### config.mk
export PLATFORM = sky130hd
export DESIGN_NAME = strip_id_sel_flat
export DESIGN_NICKNAME = d
export VERILOG_FILES = /design/src/rtl/strip_id_sel_if.sv /design/src/rtl/strip_id_sel.sv /design/src/flat_wrapper.sv
export SDC_FILE = /design/constraint.sdc
export NUM_CORES = 1
export LEC_CHECK = 0
export ABC_CLOCK_PERIOD_IN_PS = 8400
export CELL_PAD_IN_SITES_DETAIL_PLACEMENT = 0
export CELL_PAD_IN_SITES_GLOBAL_PLACEMENT = 1
export CORE_ASPECT_RATIO = 1.75
export CORE_MARGIN = 5
export CORE_UTILIZATION = 35
export DETAILED_ROUTE_END_ITERATION = 10
export GPL_TIMING_DRIVEN = 0
export PLACE_DENSITY_LB_ADDON = 0.3
export SLEW_MARGIN = 20
export SYNTH_ARGS = -nofsm -noshare
export SYNTH_HDL_FRONTEND = slang
export SYNTH_SLANG_ARGS = --single-unit
### constraint.sdc
create_clock -name clk -period 8.4 [get_ports clk]
set_clock_uncertainty 0.05 [all_clocks]
set_input_delay 1.68 -clock clk [delete_from_list [all_inputs] [get_ports clk]]
set_output_delay 1.68 -clock clk [all_outputs]
set_load 0.01 [all_outputs]
### src/rtl/strip_id_sel_if.sv
// Bundle for the strip selector: request, candidate stream, completion and table write.
interface strip_id_sel_if #(
    parameter int HEIGHT_W = 5,
    parameter int DEPTH    = 10,
    parameter int NCAND    = 3,
    parameter int ID_W     = 4
) ();
    localparam int RANK_W = (NCAND > 1) ? $clog2(NCAND) : 1;
    localparam int AW     = (DEPTH > 1) ? $clog2(DEPTH) : 1;

    logic                  req_valid;
    logic                  req_ready;
    logic [HEIGHT_W-1:0]   req_height;
    logic                  cand_valid;
    logic                  cand_ready;
    logic [ID_W-1:0]       cand_id;
    logic [RANK_W-1:0]     cand_rank;
    logic                  cand_last;
    logic                  abort;
    logic                  done;
    logic                  done_empty;
    logic                  wr_en;
    logic [AW-1:0]         wr_addr;
    logic [NCAND*ID_W-1:0] wr_data;

    modport master (
        output req_valid, req_height, cand_ready, abort, wr_en, wr_addr, wr_data,
        input  req_ready, cand_valid, cand_id, cand_rank, cand_last, done, done_empty
    );

    modport slave (
        input  req_valid, req_height, cand_ready, abort, wr_en, wr_addr, wr_data,
        output req_ready, cand_valid, cand_id, cand_rank, cand_last, done, done_empty
    );
endinterface

### src/rtl/strip_id_sel.sv
// Strip-candidate selector: maps a block height to a prioritised table row and
// streams the valid strip IDs of that row one at a time, ending with a done pulse.
module strip_id_sel #(
    parameter int                          HEIGHT_W   = 5,
    parameter int                          MIN_H      = 4,
    parameter int                          DEPTH      = 10,
    parameter int                          NCAND      = 3,
    parameter int                          ID_W       = 4,
    parameter logic [ID_W-1:0]             INVALID_ID = 4'hD,
    parameter logic [DEPTH*NCAND*ID_W-1:0] INIT_TABLE = {12'hCBA, 12'h8DD, 12'h68D, 12'h46D, 12'h24D,
                                                         12'h012, 12'h301, 12'h53D, 12'h75D, 12'h97D}
) (
    input  logic         clk,
    input  logic         rst_n,
    strip_id_sel_if.slave bus
);
    localparam int RW     = NCAND * ID_W;
    localparam int RANK_W = (NCAND > 1) ? $clog2(NCAND) : 1;
    localparam int AW     = (DEPTH > 1) ? $clog2(DEPTH) : 1;

    typedef enum logic [1:0] {IDLE, EMIT, DONE} state_t;
    typedef logic [ID_W-1:0] slot_t;

    state_t            state_q, state_d;
    logic [RW-1:0]     tbl [DEPTH];
    slot_t             row_buf [NCAND];
    logic [RANK_W-1:0] idx_q, idx_d;
    logic              empty_q, empty_d;
    logic              load;

    logic [HEIGHT_W-1:0] height;
    logic [31:0]         h_ext;
    logic [AW-1:0]       row;
    slot_t               sel [NCAND];
    logic [NCAND-1:0]    sel_valid;
    logic                sel_any;
    logic [RANK_W-1:0]   sel_first;
    logic [NCAND-1:0]    buf_valid;
    logic                has_next;
    logic [RANK_W-1:0]   next_idx;

    assign height = bus.req_height;

    // Row lookup for the requested height; heights below MIN_H see an all-invalid row.
    always_comb begin
        h_ext     = 32'(height);
        row       = '0;
        sel_any   = 1'b0;
        sel_first = '0;
        if (h_ext >= 32'(MIN_H)) begin
            if (h_ext - 32'(MIN_H) >= 32'(DEPTH - 1))
                row = AW'(DEPTH - 1);
            else
                row = AW'(h_ext - 32'(MIN_H));
        end
        for (int unsigned s = 0; s < NCAND; s++) begin
            if (h_ext < 32'(MIN_H))
                sel[s] = INVALID_ID;
            else
                sel[s] = tbl[row][(NCAND - 1 - s) * ID_W +: ID_W];
            sel_valid[s] = (sel[s] != INVALID_ID);
        end
        // Descending scan so the lowest valid slot is the one left standing.
        for (int unsigned s = NCAND; s > 0; s--) begin
            if (sel_valid[s-1]) begin
                sel_any   = 1'b1;
                sel_first = RANK_W'(s - 1);
            end
        end
    end

    // Next valid slot above the current index within the snapshotted row.
    always_comb begin
        has_next = 1'b0;
        next_idx = '0;
        for (int unsigned s = 0; s < NCAND; s++)
            buf_valid[s] = (row_buf[s] != INVALID_ID);
        for (int unsigned s = NCAND; s > 0; s--) begin
            if (buf_valid[s-1] && (32'(s - 1) > 32'(idx_q))) begin
                has_next = 1'b1;
                next_idx = RANK_W'(s - 1);
            end
        end
    end

    // Next-state logic for the IDLE -> EMIT/DONE -> IDLE sequence.
    always_comb begin
        state_d = state_q;
        idx_d   = idx_q;
        empty_d = empty_q;
        load    = 1'b0;
        case (state_q)
            IDLE: begin
                if (bus.req_valid) begin
                    load = 1'b1;
                    if (sel_any) begin
                        state_d = EMIT;
                        idx_d   = sel_first;
                        empty_d = 1'b0;
                    end else begin
                        state_d = DONE;
                        empty_d = 1'b1;
                    end
                end
            end
            EMIT: begin
                if (bus.abort) begin
                    state_d = DONE;
                end else if (bus.cand_ready) begin
                    if (has_next)
                        idx_d = next_idx;
                    else
                        state_d = DONE;
                end
            end
            DONE:    state_d = IDLE;
            default: state_d = IDLE;
        endcase
    end

    // State, iteration index, empty flag and row snapshot registers.
    always_ff @(posedge clk) begin
        if (!rst_n) begin
            state_q <= IDLE;
            idx_q   <= '0;
            empty_q <= 1'b0;
            for (int unsigned s = 0; s < NCAND; s++)
                row_buf[s] <= '0;
        end else begin
            state_q <= state_d;
            idx_q   <= idx_d;
            empty_q <= empty_d;
            if (load) begin
                for (int unsigned s = 0; s < NCAND; s++)
                    row_buf[s] <= sel[s];
            end
        end
    end

    // Candidate table: reloaded on reset, row writes with out-of-range rows dropped.
    always_ff @(posedge clk) begin
        if (!rst_n) begin
            for (int unsigned r = 0; r < DEPTH; r++)
                tbl[r] <= INIT_TABLE[r * RW +: RW];
        end else if (bus.wr_en && (32'(bus.wr_addr) < 32'(DEPTH))) begin
            tbl[bus.wr_addr] <= bus.wr_data;
        end
    end

    assign bus.req_ready  = (state_q == IDLE);
    assign bus.cand_valid = (state_q == EMIT);
    assign bus.cand_id    = (state_q == EMIT) ? row_buf[idx_q] : '0;
    assign bus.cand_rank  = (state_q == EMIT) ? idx_q : '0;
    assign bus.cand_last  = (state_q == EMIT) && !has_next;
    assign bus.done       = (state_q == DONE);
    assign bus.done_empty = (state_q == DONE) && empty_q;
endmodule

### src/flat_wrapper.sv
// flat-port wrapper written by rule: the top's interface ports become plain ports
module strip_id_sel_flat 
#(
    parameter int                          HEIGHT_W   = 5,
    parameter int                          MIN_H      = 4,
    parameter int                          DEPTH      = 10,
    parameter int                          NCAND      = 3,
    parameter int                          ID_W       = 4,
    parameter logic [ID_W-1:0]             INVALID_ID = 4'hD,
    parameter logic [DEPTH*NCAND*ID_W-1:0] INIT_TABLE = {12'hCBA, 12'h8DD, 12'h68D, 12'h46D, 12'h24D,
                                                         12'h012, 12'h301, 12'h53D, 12'h75D, 12'h97D}
)
  (clk, rst_n, bus_req_valid, bus_req_height, bus_cand_ready, bus_abort, bus_wr_en, bus_wr_addr, bus_wr_data, bus_req_ready, bus_cand_valid, bus_cand_id, bus_cand_rank, bus_cand_last, bus_done, bus_done_empty);
  strip_id_sel_if #(.HEIGHT_W(HEIGHT_W), .DEPTH(DEPTH), .NCAND(NCAND), .ID_W(ID_W)) bus_i ();
  input  logic clk;
  input  logic rst_n;
  input wire logic [$bits(bus_i.req_valid)-1:0] bus_req_valid;
  input wire logic [$bits(bus_i.req_height)-1:0] bus_req_height;
  input wire logic [$bits(bus_i.cand_ready)-1:0] bus_cand_ready;
  input wire logic [$bits(bus_i.abort)-1:0] bus_abort;
  input wire logic [$bits(bus_i.wr_en)-1:0] bus_wr_en;
  input wire logic [$bits(bus_i.wr_addr)-1:0] bus_wr_addr;
  input wire logic [$bits(bus_i.wr_data)-1:0] bus_wr_data;
  output wire logic [$bits(bus_i.req_ready)-1:0] bus_req_ready;
  output wire logic [$bits(bus_i.cand_valid)-1:0] bus_cand_valid;
  output wire logic [$bits(bus_i.cand_id)-1:0] bus_cand_id;
  output wire logic [$bits(bus_i.cand_rank)-1:0] bus_cand_rank;
  output wire logic [$bits(bus_i.cand_last)-1:0] bus_cand_last;
  output wire logic [$bits(bus_i.done)-1:0] bus_done;
  output wire logic [$bits(bus_i.done_empty)-1:0] bus_done_empty;
  assign bus_i.req_valid = bus_req_valid;
  assign bus_i.req_height = bus_req_height;
  assign bus_i.cand_ready = bus_cand_ready;
  assign bus_i.abort = bus_abort;
  assign bus_i.wr_en = bus_wr_en;
  assign bus_i.wr_addr = bus_wr_addr;
  assign bus_i.wr_data = bus_wr_data;
  assign bus_req_ready = bus_i.req_ready;
  assign bus_cand_valid = bus_i.cand_valid;
  assign bus_cand_id = bus_i.cand_id;
  assign bus_cand_rank = bus_i.cand_rank;
  assign bus_cand_last = bus_i.cand_last;
  assign bus_done = bus_i.done;
  assign bus_done_empty = bus_i.done_empty;
  strip_id_sel #(.HEIGHT_W(HEIGHT_W), .MIN_H(MIN_H), .DEPTH(DEPTH), .NCAND(NCAND), .ID_W(ID_W), .INVALID_ID(INVALID_ID), .INIT_TABLE(INIT_TABLE)) u_core (.clk(clk), .rst_n(rst_n), .bus(bus_i));
endmodule
After elaboration in Yosys (flattened, before gate mapping) --
Memory sizes are Yosys's and may differ from the RTL's. A register that Yosys moved wholly into a read port is not among the register bits. Index checks and enable logic that the tools add are counted.
Storage, ports and cells: bits in registers 5, RAM bits 132, input bits 27, output and inout port bits 11, word-level logic and storage cells 88, memories 2
Cells by class: add/sub/neg operators 1, magnitude comparators 6, equal/unequal tests 14, mux-type cells 47, bitwise operators 3, reductions and logical operators 12
Memory list:
- u_core.tbl | depth 10, width 12, rd ports 1, clocked after Yosys merged registers in 0, wr ports 10, line strip_id_sel.sv:25 | logic [RW-1:0] tbl [DEPTH];
- u_core.row_buf | depth 3, width 4, rd ports 3, clocked after Yosys merged registers in 1, wr ports 3, line strip_id_sel.sv:26 | slot_t row_buf [NCAND];
Operators with widths (number):
- $mux W4 | 10
- $mux W2 | 18
- $ge A32 B4 Y1 const B | 1
- $ne A4 B4 Y1 const B | 5
- $mux W1 | 16
- $mux W12 | 1
- $reduce_or A12 Y1 | 1
- $pmux W2 S2 | 2
- $ne A2 B2 Y1 const B | 3
- $ne A3 B3 Y1 const B | 2
- $reduce_and A6 Y1 | 1
- $sub A5 B3 Y6 const B | 1
- $ge A5 B3 Y1 const B | 1
- $logic_and A1 B1 Y1 | 5
- $lt A5 B3 Y1 const B | 1
- $lt A4 B4 Y1 const B | 1
- $ne A2 B1 Y1 const B | 2
- $or A1 B1 Y1 | 3
- $reduce_and A3 Y1 | 1
- $eq A2 B1 Y1 const B | 1
- $eq A2 B2 Y1 const B | 1
- $gt A1 B2 Y1 const A | 1
- $gt A2 B2 Y1 const A | 1
- $logic_not A2 Y1 | 1
- 3 further kinds | 3

Depth between registers and ports, before layout --
Gate-level depths: netlist (run 1). An unclocked memory read counts as a cell.
depth in word-level cells 15, gate-level depth with buffers 17

Least setup slack after synthesis (run 1) --
Ideal clock, no wire load.
path kind input to register, start input bus_req_height[2], end register u_core.state_q[1], arrival time 4.523 ns, setup slack 3.766 ns, stages on the path 16, buffers on the path 4, cells stage by stage buf_2 -> inv_1 -> ha_1 -> ha_1 -> buf_6 -> or3b_1 -> buf_2 -> or2_0 -> buf_4 -> a21oi_2 -> a22oi_1 -> a32o_2 -> nor4_4 -> nand4_1 -> o21bai_1 -> and4bb_1
On the way: longest elaborated chain between the ends 13
Ends and longest elaborated chain:
- from (decl) | line flat_wrapper.sv:18 | input wire logic [$bits(bus_i.req_height)-1:0] bus_req_height;
- $sub A5 B3 Y6 | line strip_id_sel.sv:51 | if (h_ext - 32'(MIN_H) >= 32'(DEPTH - 1))
- $ge A32 B4 Y1 | line strip_id_sel.sv:51
- $mux W4 | line strip_id_sel.sv:51
- $mux W4 | line strip_id_sel.sv:50 | if (h_ext >= 32'(MIN_H)) begin
- $mem_v2 Z10 W12
- $mux W4 | line strip_id_sel.sv:57 | if (h_ext < 32'(MIN_H))
- $ne A4 B4 Y1 | line strip_id_sel.sv:61 | sel_valid[s] = (sel[s] != INVALID_ID);
- $mux W1 (2 in series) | line strip_id_sel.sv:65 | if (sel_valid[s-1]) begin
- $mux W1 * | line strip_id_sel.sv:65
- $mux W2 * | line strip_id_sel.sv:96 | if (sel_any) begin
- $mux W2 * | line strip_id_sel.sv:94 | if (bus.req_valid) begin
- $pmux W2 S2 * | line strip_id_sel.sv:92 | case (state_q)
- to (signal assigned) | line strip_id_sel.sv:130 | state_q <= state_d;
- to (decl) | line strip_id_sel.sv:24 | state_t state_q, state_d;
Every way passes the cells marked *; elsewhere a longest branch is shown, timed or not. The select of a mux whose other input is x is not followed. A chain may end at the register's enable or synchronous reset.

==> results of run 1 <==
==> cell families after synthesis <==
logic type                 after synthesis  synth area share
and+or+nand+nor                        335             0.170
AOI/OAI and AO/OA                      185             0.132
muxes                                    9           0.00978
DFF                                    211             0.644
adders and majority gates                5           0.00643
other                                    1          0.000386
buffers and inverters                   78            0.0365
==> registers in the layout (all words and copies together) (netlist names), named ones only <==
name            cells
u_core.tbl        192
u_core.idx_q        2
u_core.row_buf     12
u_core.empty_q      1
u_core.state_q      2
==> how the worst max path moves through the flow <==
stage / cells past startpoint / slack (ns) / startpoint / endpoint
CTS: 16 / 2.37 / bus_req_height[2] / register
finish: 16 / 2.33 / bus_req_height[2] / register
global route: 16 / 2.18 / bus_req_height[2] / register
floorplan: 16 / 3.77 / bus_req_height[2] / u_core.state_q[1]$_SDFFE_PN0P_
detailed placement: 16 / 1.89 / bus_req_height[2] / u_core.state_q[1]$_SDFFE_PN0P_
global placement: 16 / 1.87 / bus_req_height[2] / register
==> worst reg2reg max path, delay by kind of cell (launching register included) <==
family | cells | cell delay, ns
AND/OR/NAND/NOR | 5 | 1.38
flip-flops | 1 | 0.36
AO/OA/AOI/OAI | 4 | 0.79
==> cell type report <==
type / count / share of cell area
Sequential cell: 211 / 0.544
Tap cell: 369 / 0.0401
Inverter: 34 / 0.0111
Antenna cell: 2 / 0.000435
Clock inverter: 13 / 0.0122
Multi-Input combinational cell: 606 / 0.294
Buffer: 44 / 0.0198
Timing Repair Buffer: 38 / 0.0319
Clock buffer: 23 / 0.0463
==> power by group through the flow <==
stage          clock network [W]  registers [W]  logic, W
3_3_place_gp                   0        0.00127  0.000281
3_5_place_dp                   0        0.00127  0.000282
4_1_cts                 0.000955        0.00125  0.000283
2_1_floorplan                  0        0.00126  0.000166
5_1_grt                 0.000989        0.00126  0.000304
6_report                0.000944        0.00125  0.000288
==> stage by stage <==
| step | instances | util | hold slack [ns] | power (W) |
|---|---|---|---|---|
| 2_1_floorplan | 895 | - | 0.385 | 0.00143 |
| 3_3_place_gp | 1298 | 0.395 | 0.412 | 0.00155 |
| 3_5_place_dp | 1302 | 0.396 | 0.410 | 0.00156 |
| 4_1_cts | 1338 | 0.421 | 0.426 | 0.00249 |
| 5_1_grt | 1338 | 0.421 | 0.498 | 0.00255 |
| 6_report | 1340 | 0.421 | 0.421 | 0.00248 |
==> Yosys cell counts, drive strengths merged (6+ instances only) <==
library cell / n
nor3: 26
a211oi: 30
nand4: 6
or3: 6
nor4: 6
nand2b: 6
clkbuf: 22
nand3: 12
buf: 22
nor2: 97
o221ai: 6
and2: 6
dfxtp: 7
o21ai: 24
and3: 19
nor2b: 19
edfxtp: 204
o22ai: 22
inv: 34
a221oi: 10
nand2: 113
a21oi: 44
==> metal layers <==
metal	GRT usage	vias to the layer above	share of wire
li1	-	3289	-
met5	0	-	0
met3	0.0275	91	0.059
met2	0.385	309	0.54
met1	0.217	3502	0.34
met4	0.116	0	0.060
==> results.toml, run 1 <==
[finish]
nFillCells = 2653
syn_to_final_growth_pct = 18.4
layout-drive-gt1-share = 0.0846
layout_commonest_cell = "edfxtp_1"
final_area_um2 = 11500
multiInputGateArea_um2 = 3390
ff_latch_area_um2 = 6270
layout_common_cells = "edfxtp_1, nand2_1, nor2_1"
nets = 987

[hold_path]
hold_class = "reg -> reg"
holdPathEnd = "u_core.empty_q$_SDFFE_PN0P_"
hold_depth = 2
hold_start = "u_core.empty_q$_SDFFE_PN0P_"

[place]
hpwl_mm = 23.8
numPortBuffers = 34
gp_congestion = 0.902
placed_area_um2 = 10800
post-place-ws_ns = 1.89

[synthesis]
yosys-top-cells-area = "edfxtp_1, nand2_1, nor2_1, a211oi_1, a21oi_1"
synth-main-ff-cell = "edfxtp_1"
netlist.top_cell.by_area = "edfxtp_1"
async_flop_share = 0
synth-seq-cells = 211
synth_warnings = 0
synth_area_um2 = 9720
synth_edf_count = 204
synth_top_area_frac = 0.630
syn-mean-instance-area_um2 = 11.8
yosysUniqueCellTypes = 77
synthesis.instances = 824
ys_seq_area_frac = 0.644

[critical_path]
critPathCaptureType = "register"
critPathBufInv = 4
critPathKind = "in -> reg"
r2r_cells = 9
crit_chain = "clkdlybuf4s50_1 -> buf_2 -> inv_1 -> ha_1 -> ha_1 -> nor2b_1 -> nand4_2 -> nand2_4 -> clkbuf_1 -> a211oi_1 -> o21ai_0 -> o2111ai_1 -> nor4_4 -> a21oi_1 -> nand2b_4 -> a211oi_1"
cp_top_family = "buffers and inverters"
r2r_slack_ns = 5.75
worstPathArrival_ns = 6.42
startpoint_type = "input port"
r2r_start = "u_core.tbl[4][4]$_SDFFCE_PN1P_"
max_stage_delay_ns = 0.71
critical_path_required_ns = 8.76
crit_fanout = 10
slowest_stage = "clkbuf_1"

[floorplanning]
die_h_um = 231
die_w_um = 136
pin_count = 38
die_area_um2 = 31300
start_util = 0.356
placementRows = 80
coreArea_um2 = 27300

[grt]
grtUsageTotal = 0.206
grt_max_degree = 16
antenna_found_initial = 0
overflow = 0
first_global_vias = 7329
grt_first_pass_wirelength_mm = 46.6

[route]
wire_per_inst_um = 24.2
drc = 0
via_per_inst = 5.37
drt-total-wl_mm = 32.4
firstDrtPassIters = 5
drtAntennaViolNets = 0
drt_iter0_markers = 678
vias = 7191

[clocking]
cts_tree = "yes"
cts_resized = 0
cts_sinks = 211
cts_root_buf = "clkbuf_16"
cts_inserted_buffers = 20
postCtsHoldBufs = 0
h-tree-depth = 1
postCtsSetupBuffers = 0
clock_path_buffers = 3
clkTransAtPathRegs_ns = 0.07
clk_latency_ns = 0.51

[sta]
rsz0062_at_grt = "no"
hold_viol = 0
fin_crit_sh = 0.722
worst_pin_slew_ns = 1.14
slew_headroom = 0.236
setup_viol_count_final = 0
maxSlewViolCount = 0
fmax_ghz = 0.165
tns_ns = 0
min_period_ns = 6.07
layout_setup_ws_ns = 2.33

[pwr]
powerDensity_nw_per_um2 = 216
p_int_w = 0.00186
power_leakage_nw = 4.08
p_sw_frac = 0.250
peakVddDrop_uv = 122
power_frac_comb = 0.116
seqPwrFrac = 0.504
clkPwrFrac = 0.380
p_sw_w = 0.000621

[status]
outcome = "complete, no violations"

[flow_run]
drv_cap = 0
(Power assumes the default switching activity.)
==> run 2: changes to the inputs <==
--- a/config.mk
+++ b/config.mk
@@ -5,7 +5,7 @@
 export SDC_FILE = /design/constraint.sdc
 export NUM_CORES = 1
 export LEC_CHECK = 0
-export ABC_CLOCK_PERIOD_IN_PS = 8400
+export ABC_CLOCK_PERIOD_IN_PS = 6100
 export CELL_PAD_IN_SITES_DETAIL_PLACEMENT = 0
 export CELL_PAD_IN_SITES_GLOBAL_PLACEMENT = 1
 export CORE_ASPECT_RATIO = 1.75
==> constraint.sdc (replaced) <==
create_clock -name clk -period 6.1 [get_ports clk]
set_clock_uncertainty 0.05 [all_clocks]
set_input_delay 1.22 -clock clk [delete_from_list [all_inputs] [get_ports clk]]
set_output_delay 1.22 -clock clk [all_outputs]
set_load 0.01 [all_outputs]
==> results of run 2 <==
Same layout as run 1 (identical final DEF). Status: complete, no violations.
Among the figures that moved: setup slack after placement 1.89 ns -> 0.0485 ns; setup slack after layout 2.33 ns -> 0.493 ns; register-to-register setup slack 5.75 ns -> 3.45 ns; total power 0.00248 W -> 0.00342 W; worst IR drop on VDD 122 uV -> 167 uV
==> run 3: changes to the inputs <==
--- a/config.mk
+++ b/config.mk
@@ -5,6 +5,7 @@
 export SDC_FILE = /design/constraint.sdc
 export NUM_CORES = 1
 export LEC_CHECK = 0
+export ABC_AREA = 1
 export ABC_CLOCK_PERIOD_IN_PS = 6100
 export CELL_PAD_IN_SITES_DETAIL_PLACEMENT = 0
 export CELL_PAD_IN_SITES_GLOBAL_PLACEMENT = 1
==> results.toml, run 3 <==
[synthesis]
ys_seq_area_frac = 0.627
synth_top_family_by_area = "simple AND/OR/NAND/NOR gates"
synth_fa_ha_area_frac = 0.00626
synthSimpleGateAreaFrac = 0.260
yosys-top-cells-area = "edfxtp_1, nand2_1, nand3_1, inv_1, nor2_1"
synth_warnings = 0
synth-xor-area-share = 0
yosysUniqueCellTypes = 34
netlist.top_cell.by_area = "edfxtp_1"
synth_edf_count = 204
synth-seq-cells = 211
synthTopCellsByCount = "nand2_1, edfxtp_1, nand3_1"
synthesis.instances = 1025
synth_area_um2 = 9990
muxShareOfSynthArea = 0.00338
synth_top_area_frac = 0.613
async_flop_share = 0
synth-main-ff-cell = "edfxtp_1"
syn-mean-instance-area_um2 = 9.75
synth_compound_area_frac = 0.0203
yosysMostFrequentCell = "nand2_1"

[clocking]
postCtsHoldBufs = 0
clkTransAtPathRegs_ns = 0.06
h-tree-depth = 1
cts_inserted_buffers = 20
cts_tree = "yes"
cts_resized = 0
postCtsSetupBuffers = 0
clk_latency_ns = 0.51
cts_root_buf = "clkbuf_16"
cts_sinks = 211
clock_path_buffers = 3

[finish]
syn_to_final_growth_pct = 17.6
layout_common_cells = "nand2_1, edfxtp_1, nand3_1"
largest_register = "u_core.tbl"
largest_reg_flops = 192
layout_commonest_cell = "nand2_1"
nFillCells = 2911
nets = 1187
antennaDiodeCount = 0
layout-drive-gt1-share = 0.0753
reg_top3 = "u_core.tbl: 192 flops, u_core.row_buf: 12 flops"
fin_util = 0.413

[route]
vias = 7340
wire_per_inst_um = 19.4
via_per_inst = 4.75
drt-total-wl_mm = 30.0
drc = 0
firstDrtPassIters = 5
drt_iter0_markers = 535
drtAntennaViolNets = 0

[status]
outcome = "complete, no violations"

[grt]
grtUsageTotal = 0.192
grt_first_pass_wirelength_mm = 44.9
grt_max_degree = 16
overflow = 0
first_global_vias = 7598
antenna_found_initial = 0

[sta]
fmax_ghz = 0.216
worst_pin_slew_ns = 0.991
hold_viol = 0
rsz0062_at_grt = "no"
slew_headroom = 0.337
fin_crit_sh = 0.760
setup_viol_count_final = 0
maxSlewViolCount = 0
tns_ns = 0
min_period_ns = 4.64

[pwr]
powerDensity_nw_per_um2 = 291
power_w = 0.00341
peakVddDrop_uv = 143
power_leakage_nw = 4.98

[critical_path]
r2r_cells = 10
startpoint_type = "input port"
crit_chain = "clkdlybuf4s50_1 -> inv_1 -> ha_1 -> ha_1 -> inv_1 -> nor2_1 -> nand3_2 -> inv_2 -> a21oi_1 -> clkbuf_1 -> nand3_1 -> nand3_1 -> nand2_1 -> nor2_1 -> nand4_1 -> nand2_2 -> nand2_1 -> nand2_1 -> nor2_1"
critical_path_depth = 19
critPathCaptureType = "register"
critPathKind = "in -> reg"
slowest_stage = "clkbuf_1"
cp-startpoint = "bus_req_height[2]"
critPathBufInv = 5
max_stage_delay_ns = 0.63
crit_fanout = 10
cp_top_family = "buffers and inverters"
worstPathArrival_ns = 4.98
r2r_slack_ns = 4.08
r2r_start = "u_core.state_q[0]$_SDFFE_PN0P_"
critical_path_required_ns = 6.45

[place]
numPortBuffers = 36
gp_congestion = 0.841
hpwl_mm = 21.8

[floorplanning]
coreArea_um2 = 28400
start_util = 0.352
die_h_um = 234
placementRows = 82
die_area_um2 = 32200
pin_count = 38
die_w_um = 138

[hold_path]
hold_start = "u_core.empty_q$_SDFFE_PN0P_"
hold_class = "reg -> reg"

[flow_run]
drv_cap = 0
[run 3: routing by layer]
layer / wire length (um) / GRT usage / vias to the layer above / share of wire
met5: 0 / 0 / - / 0
met4: 1570 / 0.0964 / 0 / 0.052
met3: 1530 / 0.0235 / 76 / 0.051
met2: 16300 / 0.362 / 215 / 0.54
met1: 10600 / 0.206 / 3456 / 0.35
li1: - / - / 3593 / -
[run 3: final cells by class]
class / count / area (um^2) / share of cell area
multi-input cells: 690 / 3170 / 0.270
plain buffers: 49 / 273 / 0.0232
inverters: 146 / 548 / 0.0467
clock buffers: 23 / 533 / 0.0454
flip-flops and latches: 211 / 6270 / 0.533
repair buffers: 37 / 375 / 0.0320
well taps: 378 / 473 / 0.0403
clock inverters: 12 / 105 / 0.00895
[run 3: cell families (layout without fill, tap and decap cells)]
group / Yosys count / after routing
AND/OR/NAND/NOR: 578 / 578
adder cells (fa/ha/maj): 5 / 5
buffers and inverters: 195 / 267
AO/OA/AOI/OAI: 32 / 32
other: 1 / 72
flip-flops: 211 / 211
multiplexers: 3 / 3
[run 3: worst min-delay path by stage]
stage,endpoint,slack [ns],cells past startpoint
floorplan,u_core.empty_q$_SDFFE_PN0P_,0.40,2
global placement,u_core.empty_q$_SDFFE_PN0P_,0.43,2
detailed placement,u_core.empty_q$_SDFFE_PN0P_,0.43,2
CTS,u_core.empty_q$_SDFFE_PN0P_,0.44,2
global route,u_core.empty_q$_SDFFE_PN0P_,0.46,2
finish,u_core.empty_q$_SDFFE_PN0P_,0.44,2
[run 3: tightest hold or removal path, delay by kind of cell (launching register included)]
family / cells / cell delay (ns)
and+or+nand+nor: 1 / 0.07
DFF: 1 / 0.32
AOI/OAI and AO/OA: 1 / 0.05
[run 3: per-stage QoR]
step	hold WS [ns]	worst slack [ns]	std cells	instance area, um^2
finish	0.442	1.46	1546	11700
global route	0.463	1.15	1546	11700
CTS	0.442	1.50	1546	11700
detailed placement	0.432	0.974	1511	11100
global placement	0.428	0.974	1510	11100
floorplan	0.398	2.61	1096	10300
[run 3: power breakdown]
group / leakage [nW] / switching [W] / internal, W
sequential: 2.07 / 0.0000282 / 0.00169
clock: 0.319 / 0.000540 / 0.000710
combinational: 2.60 / 0.000306 / 0.000140
total: 4.98 / 0.000874 / 0.00254
==> RTL edit 1, RTL diff (settings of run 3) <==
`ID_W` is set to 4 in 3 places; all go to 6.
--- a/src/rtl/strip_id_sel_if.sv
+++ b/src/rtl/strip_id_sel_if.sv
@@ -4,5 +4,5 @@
     parameter int DEPTH    = 10,
     parameter int NCAND    = 3,
-    parameter int ID_W     = 4
+    parameter int ID_W     = 6
 ) ();
     localparam int RANK_W = (NCAND > 1) ? $clog2(NCAND) : 1;
--- a/src/rtl/strip_id_sel.sv
+++ b/src/rtl/strip_id_sel.sv
@@ -6,5 +6,5 @@
     parameter int                          DEPTH      = 10,
     parameter int                          NCAND      = 3,
-    parameter int                          ID_W       = 4,
+    parameter int                          ID_W       = 6,
     parameter logic [ID_W-1:0]             INVALID_ID = 4'hD,
     parameter logic [DEPTH*NCAND*ID_W-1:0] INIT_TABLE = {12'hCBA, 12'h8DD, 12'h68D, 12'h46D, 12'h24D,
--- a/src/flat_wrapper.sv
+++ b/src/flat_wrapper.sv
@@ -6,5 +6,5 @@
     parameter int                          DEPTH      = 10,
     parameter int                          NCAND      = 3,
-    parameter int                          ID_W       = 4,
+    parameter int                          ID_W       = 6,
     parameter logic [ID_W-1:0]             INVALID_ID = 4'hD,
     parameter logic [DEPTH*NCAND*ID_W-1:0] INIT_TABLE = {12'hCBA, 12'h8DD, 12'h68D, 12'h46D, 12'h24D,
Ports: changed (resized bus_cand_id and bus_wr_data); port bits go from 38 to 46. No check against the original RTL was run, so the function may have changed too.
==> RTL edit 1 against run 3 <==
Utilization grew 0.38 points. Sequential cell count grew 102. Worst setup slack lost 0.23 ns. Critical path depth grew 2. Synthesized cell count grew 36%. Via count grew 45%. Cell count grew 35%. Design area grew 42%. Total power grew 50%. Routed wire length grew 52%. Area after synthesis grew 42%. Critical path type unchanged.
==> RTL edit 1: results (changes against run 3) <==
- HPWL after detailed placement: 31.7 mm (was 21.8 mm)
- Number of global-route vias before repair: 10,786 (was 7,598)
- Cell count after placement: 2,039 (was 1,511)
- Met1 wire length: 17.1 mm (was 10.6 mm)
- TritonCTS buffer count: 27 (was 20)
- DR WL/cell: 21.9 um (was 19.4 um)
- Fill count: 4,000 (was 2,911)
- I/O Buffers: 44 (was 36)
- Status: complete, no violations (unchanged)
- Number of flops mapped to enable cells by yosys: 306 (was 204)
- Setup ws final: 1.24 ns (was 1.46 ns)
- Netlist cell types: 38 (was 34)
- Mean number of vias per cell: 5.10 (was 4.75)
- Reg2reg path depth: 14 (was 10)
- FF-to-FF setup slack: 4.00 ns (was 4.08 ns)
- Met3 usage: 0.0204 (was 0.0235)
- R2R Path Start: u_core.tbl[13][5] (was u_core.state_q[0])
- Biggest registers after layout: u_core.tbl: 288 flops, u_core.row_buf: 18 flops (was u_core.tbl: 192 flops, u_core.row_buf: 12 flops)
- Met3 Wirelength: 1.95 mm (was 1.53 mm)
- Seq/Total Area, Yosys: 0.657 (was 0.627)
- Largest net degree at the start of global routing: 19 (was 16)
- Mapped Cells: 1,391 (was 1,025)
- Top cells by count, synth: nand2_1, edfxtp_1, nand3_1 (unchanged)
- Routed wire length: 45.7 mm (was 30.0 mm)
- Starting DRT DRC Count: 858 (was 535)
- Gpl congestion: 0.851 (was 0.841)
- Comb pwr share: 0.123 (was 0.131)
- Drt pass-1 iters: 7 (was 5)
- Largest cells by area after synthesis: edfxtp_1, nand3_1, nand2_1 (was edfxtp_1, nand2_1, nand3_1)
- Peak supply drop: 188 uV (was 143 uV)
- Arr. time, crit path: 5.26 ns (was 4.98 ns)
- Reg power frac: 0.497 (was 0.503)
- Layout cells sized above 1: 0.0621 (was 0.0753)
- Dpl cell area: 15,700 sq um (was 11,100 sq um)
- First-pass GRT wire length: 67.6 mm (was 44.9 mm)
- Nets: 1,611 (was 1,187)
- Slew HR: 0.233 (was 0.337)
- Sw Ratio: 0.250 (was 0.256)
- Routed wl met2: 24.3 mm (was 16.3 mm)
- Leak pwr: 0.00660 uW (was 0.00498 uW)
- Setup WS pre-CTS: 0.695 ns (was 0.974 ns)
RTL edit 1: cell types whose count changed in the layout (fill, tap and decap cells not counted), sizes merged, moves of 13 or more:
cell,before,now
nand3b,39,26
nor2,99,147
conb,72,108
nand2,248,325
nand3,185,275
o211ai,10,27
edfxtp,204,306
clkbuf,33,70
RTL edit 1: kinds of logic after synthesis:
| group | share of synthesized area |
|---|---|
| AOI/OAI and AO/OA | 0.0286 |
| muxes | 0.00397 |
| DFF | 0.657 |
| other | 0.000264 |
| buffers and inverters | 0.0621 |
| adders and majority gates | 0.00441 |
| and+or+nand+nor | 0.243 |
RTL edit 1: worst max-delay path, cell delays in order:
cell,delay (ns)
clkdlybuf4s50_1,0.54
inv_2,0.08
ha_1,0.20
ha_1,0.26
inv_1,0.05
nor2_1,0.04
nand2_1,0.07
nor2_2,0.05
a21oi_2,0.55
clkbuf_1,0.82
nand3_1,0.24
nand3_1,0.32
nand2_1,0.08
nor2_1,0.13
nand2_2,0.10
nor2_1,0.10
nand3_1,0.07
nand2_1,0.13
nand2_1,0.06
nand2_1,0.07
nor2_1,0.05
RTL edit 1: layout make-up:
type,count,area [sq um],share of cell area
sequential,313,9330,0.558
multi-input combinational,970,4410,0.264
clock buffer,30,687,0.0411
tap,495,619,0.0371
inverter,137,515,0.0309
timing repair buffer,46,483,0.0289
buffer,78,367,0.0219
clock inverter,19,299,0.0179
RTL edit 1: worst min path at each step:
| stage | startpoint | end | slack [ns] |
|---|---|---|---|
| floorplan | u_core.empty_q | u_core.empty_q | 0.39 |
| CTS | u_core.empty_q | u_core.empty_q | 0.43 |
| detailed placement | u_core.empty_q | u_core.empty_q | 0.42 |
| global placement | u_core.empty_q | u_core.empty_q | 0.41 |
| finish | u_core.empty_q | u_core.empty_q | 0.42 |
| global route | u_core.empty_q | u_core.empty_q | 0.45 |
==> RTL edit 2, RTL diff (settings of run 3) <==
Without the edit above. The 3 states of `state_t` get a one-hot encoding in 3 bits.
--- a/src/rtl/strip_id_sel.sv
+++ b/src/rtl/strip_id_sel.sv
@@ -19,5 +19,5 @@
     localparam int AW     = (DEPTH > 1) ? $clog2(DEPTH) : 1;
 
-    typedef enum logic [1:0] {IDLE, EMIT, DONE} state_t;
+    typedef enum logic [2:0] {IDLE = 3'b001, EMIT = 3'b010, DONE = 3'b100} state_t;
     typedef logic [ID_W-1:0] slot_t;
 
Function: same outputs for any inputs over 4 cycles, from zero or initial values and one cycle with rst_n low; so few cycles prove little.
==> RTL edit 2 against run 3 <==
Worst setup slack got worse by 0.083 ns. Die area up 0.52%. Register-to-register slack got worse by 0.32 ns. Area after synthesis is 0.55% higher. Non-clock buffer count is the same. Design area is 0.95% higher. Combinational power increased by 5.4%. Critical path depth is 10 lower. Total power grew 3.6%. Routed wire length shrank 3.0%. Sequential cell count rose by 1. Critical path type unchanged.
==> RTL edit 2: results (changes against run 3) <==
- Status: complete, no violations (unchanged)
- Overall power: 3540 uW (was 3410 uW)
- Worst Hold Margin: 0.454 ns (was 0.442 ns)
- HPWL after detailed placement: 21.0 mm (was 21.8 mm)
- Met1 wire length: 10.5 mm (was 10.6 mm)
- Int Power: 2640 uW (was 2540 uW)
- Nets: 1,184 (was 1,187)
- Syn-to-layout area delta: 18.0% (was 17.6%)
- Total GRT Usage: 0.178 (was 0.192)
- Met3 Wirelength: 1.10 mm (was 1.53 mm)
- Arr. time, crit path: 4.81 ns (was 4.98 ns)
- Largest net degree at the start of global routing: 17 (was 16)
- Starting DRT DRC Count: 471 (was 535)
- Period minus WS final: 4.72 ns (was 4.64 ns)
- Clk pwr: 1330 uW (was 1250 uW)
- Setup WS pre-CTS: 0.754 ns (was 0.974 ns)
- Peak supply drop: 159 uV (was 143 uV)
- Top cells by count, synth: nand2_1, edfxtp_1, nand3_1 (unchanged)
- Drt pass-1 iters: 5 (unchanged)
- Mapped Cells: 1,022 (was 1,025)
- Seq/Total Area, Yosys: 0.626 (was 0.627)
- DR WL/cell: 18.8 um (was 19.4 um)
- Via count: 7,356 (was 7,340)
- Layout Cells excl Fill: 1,544 (was 1,546)
- Slew HR: 0.259 (was 0.337)
- First-pass GRT wire length: 43.2 mm (was 44.9 mm)
- H-Tree Depth: 1 (unchanged)
- Fill count: 2,977 (was 2,911)
- Gpl congestion: 0.818 (was 0.841)
- Largest cells by area after synthesis: edfxtp_1, nand3_1, nand2_1 (was edfxtp_1, nand2_1, nand3_1)
- Number of buffers on the longest clock path: 3 (unchanged)
- Skew-Pair Late Insertion Delay: 0.51 ns (about the same)
- Dpl cell area: 11,200 sq um (was 11,100 sq um)
- FF-to-FF setup slack: 3.76 ns (was 4.08 ns)
- Layout cells sized above 1: 0.0746 (was 0.0753)
- Routed wl met2: 16.2 mm (was 16.3 mm)
- Biggest registers after layout: u_core.tbl: 192 flops, u_core.row_buf: 12 flops, u_core.state_q: 3 flops (was u_core.tbl: 192 flops, u_core.row_buf: 12 flops)
- Post-CTS Setup Inserts: 0 (unchanged)
- Comb pwr: 470 uW (was 446 uW)
- Crit-path max FO: 12 (was 10)
- Leak pwr: 0.00494 uW (was 0.00498 uW)
- Netlist cell types: 36 (was 34)
[RTL edit 2: changes by cell type in the layout (fill, tap and decap cells not counted), moves of 3 or more]
cell / change
nand2_1: -9
o211ai_1: +3
clkbuf_1: +6
clkinv_2: -3
clkinv_1: -3
nor2_1: -8
a31oi_1: +3
buf_2: -8
inv_1: -3
mux2i_1: +3
mux2_2: -3
nor3_1: +4
nand3_1: +4
[RTL edit 2: per-layer routing]
metal	up-vias	global-route usage
li1	3603	-
met1	3510	0.186
met4	0	0.0782
met3	58	0.0184
met5	-	0
met2	185	0.357
[RTL edit 2: final cells by class]
class,instances,share of cell area
buffer,49,0.0231
clock buffer,26,0.0476
clock inverter,10,0.0110
inverter,143,0.0453
multi-input combinational,689,0.272
sequential,212,0.530
tap,378,0.0399
timing repair buffer,37,0.0313
[RTL edit 2: path summary, 6_finish.rpt]
kind	from	endpoint	depth (start not counted)
max	bus_wr_addr[1]	u_core.tbl[5][8]	9
min	u_core.empty_q	u_core.empty_q	2
max reg2reg	u_core.state_q[1]	flop	9
min reg2reg	u_core.empty_q	u_core.empty_q	2
[RTL edit 2: logic make-up (layout without fill, tap and decap cells)]
family          Yosys count  count (layout)  share of synthesized area
other cells               1              72                   0.000373
flops                   212             212                      0.626
simple gates            570             570                      0.260
buf+inv                 192             265                     0.0807
mux                       3               3                    0.00299
compound gates           39              39                     0.0242
fa+ha+maj                 5               5                    0.00623
[RTL edit 2: worst max-delay path, cell delays in order]
cell and delay [ns]:
clkdlybuf4s50_1 0.46, o21ai_0 0.17, nand2_1 0.08, nor2_1 0.52, inv_1 0.12, clkbuf_1 0.26
nor3_1 0.94, inv_1 0.43, nand2_1 0.60
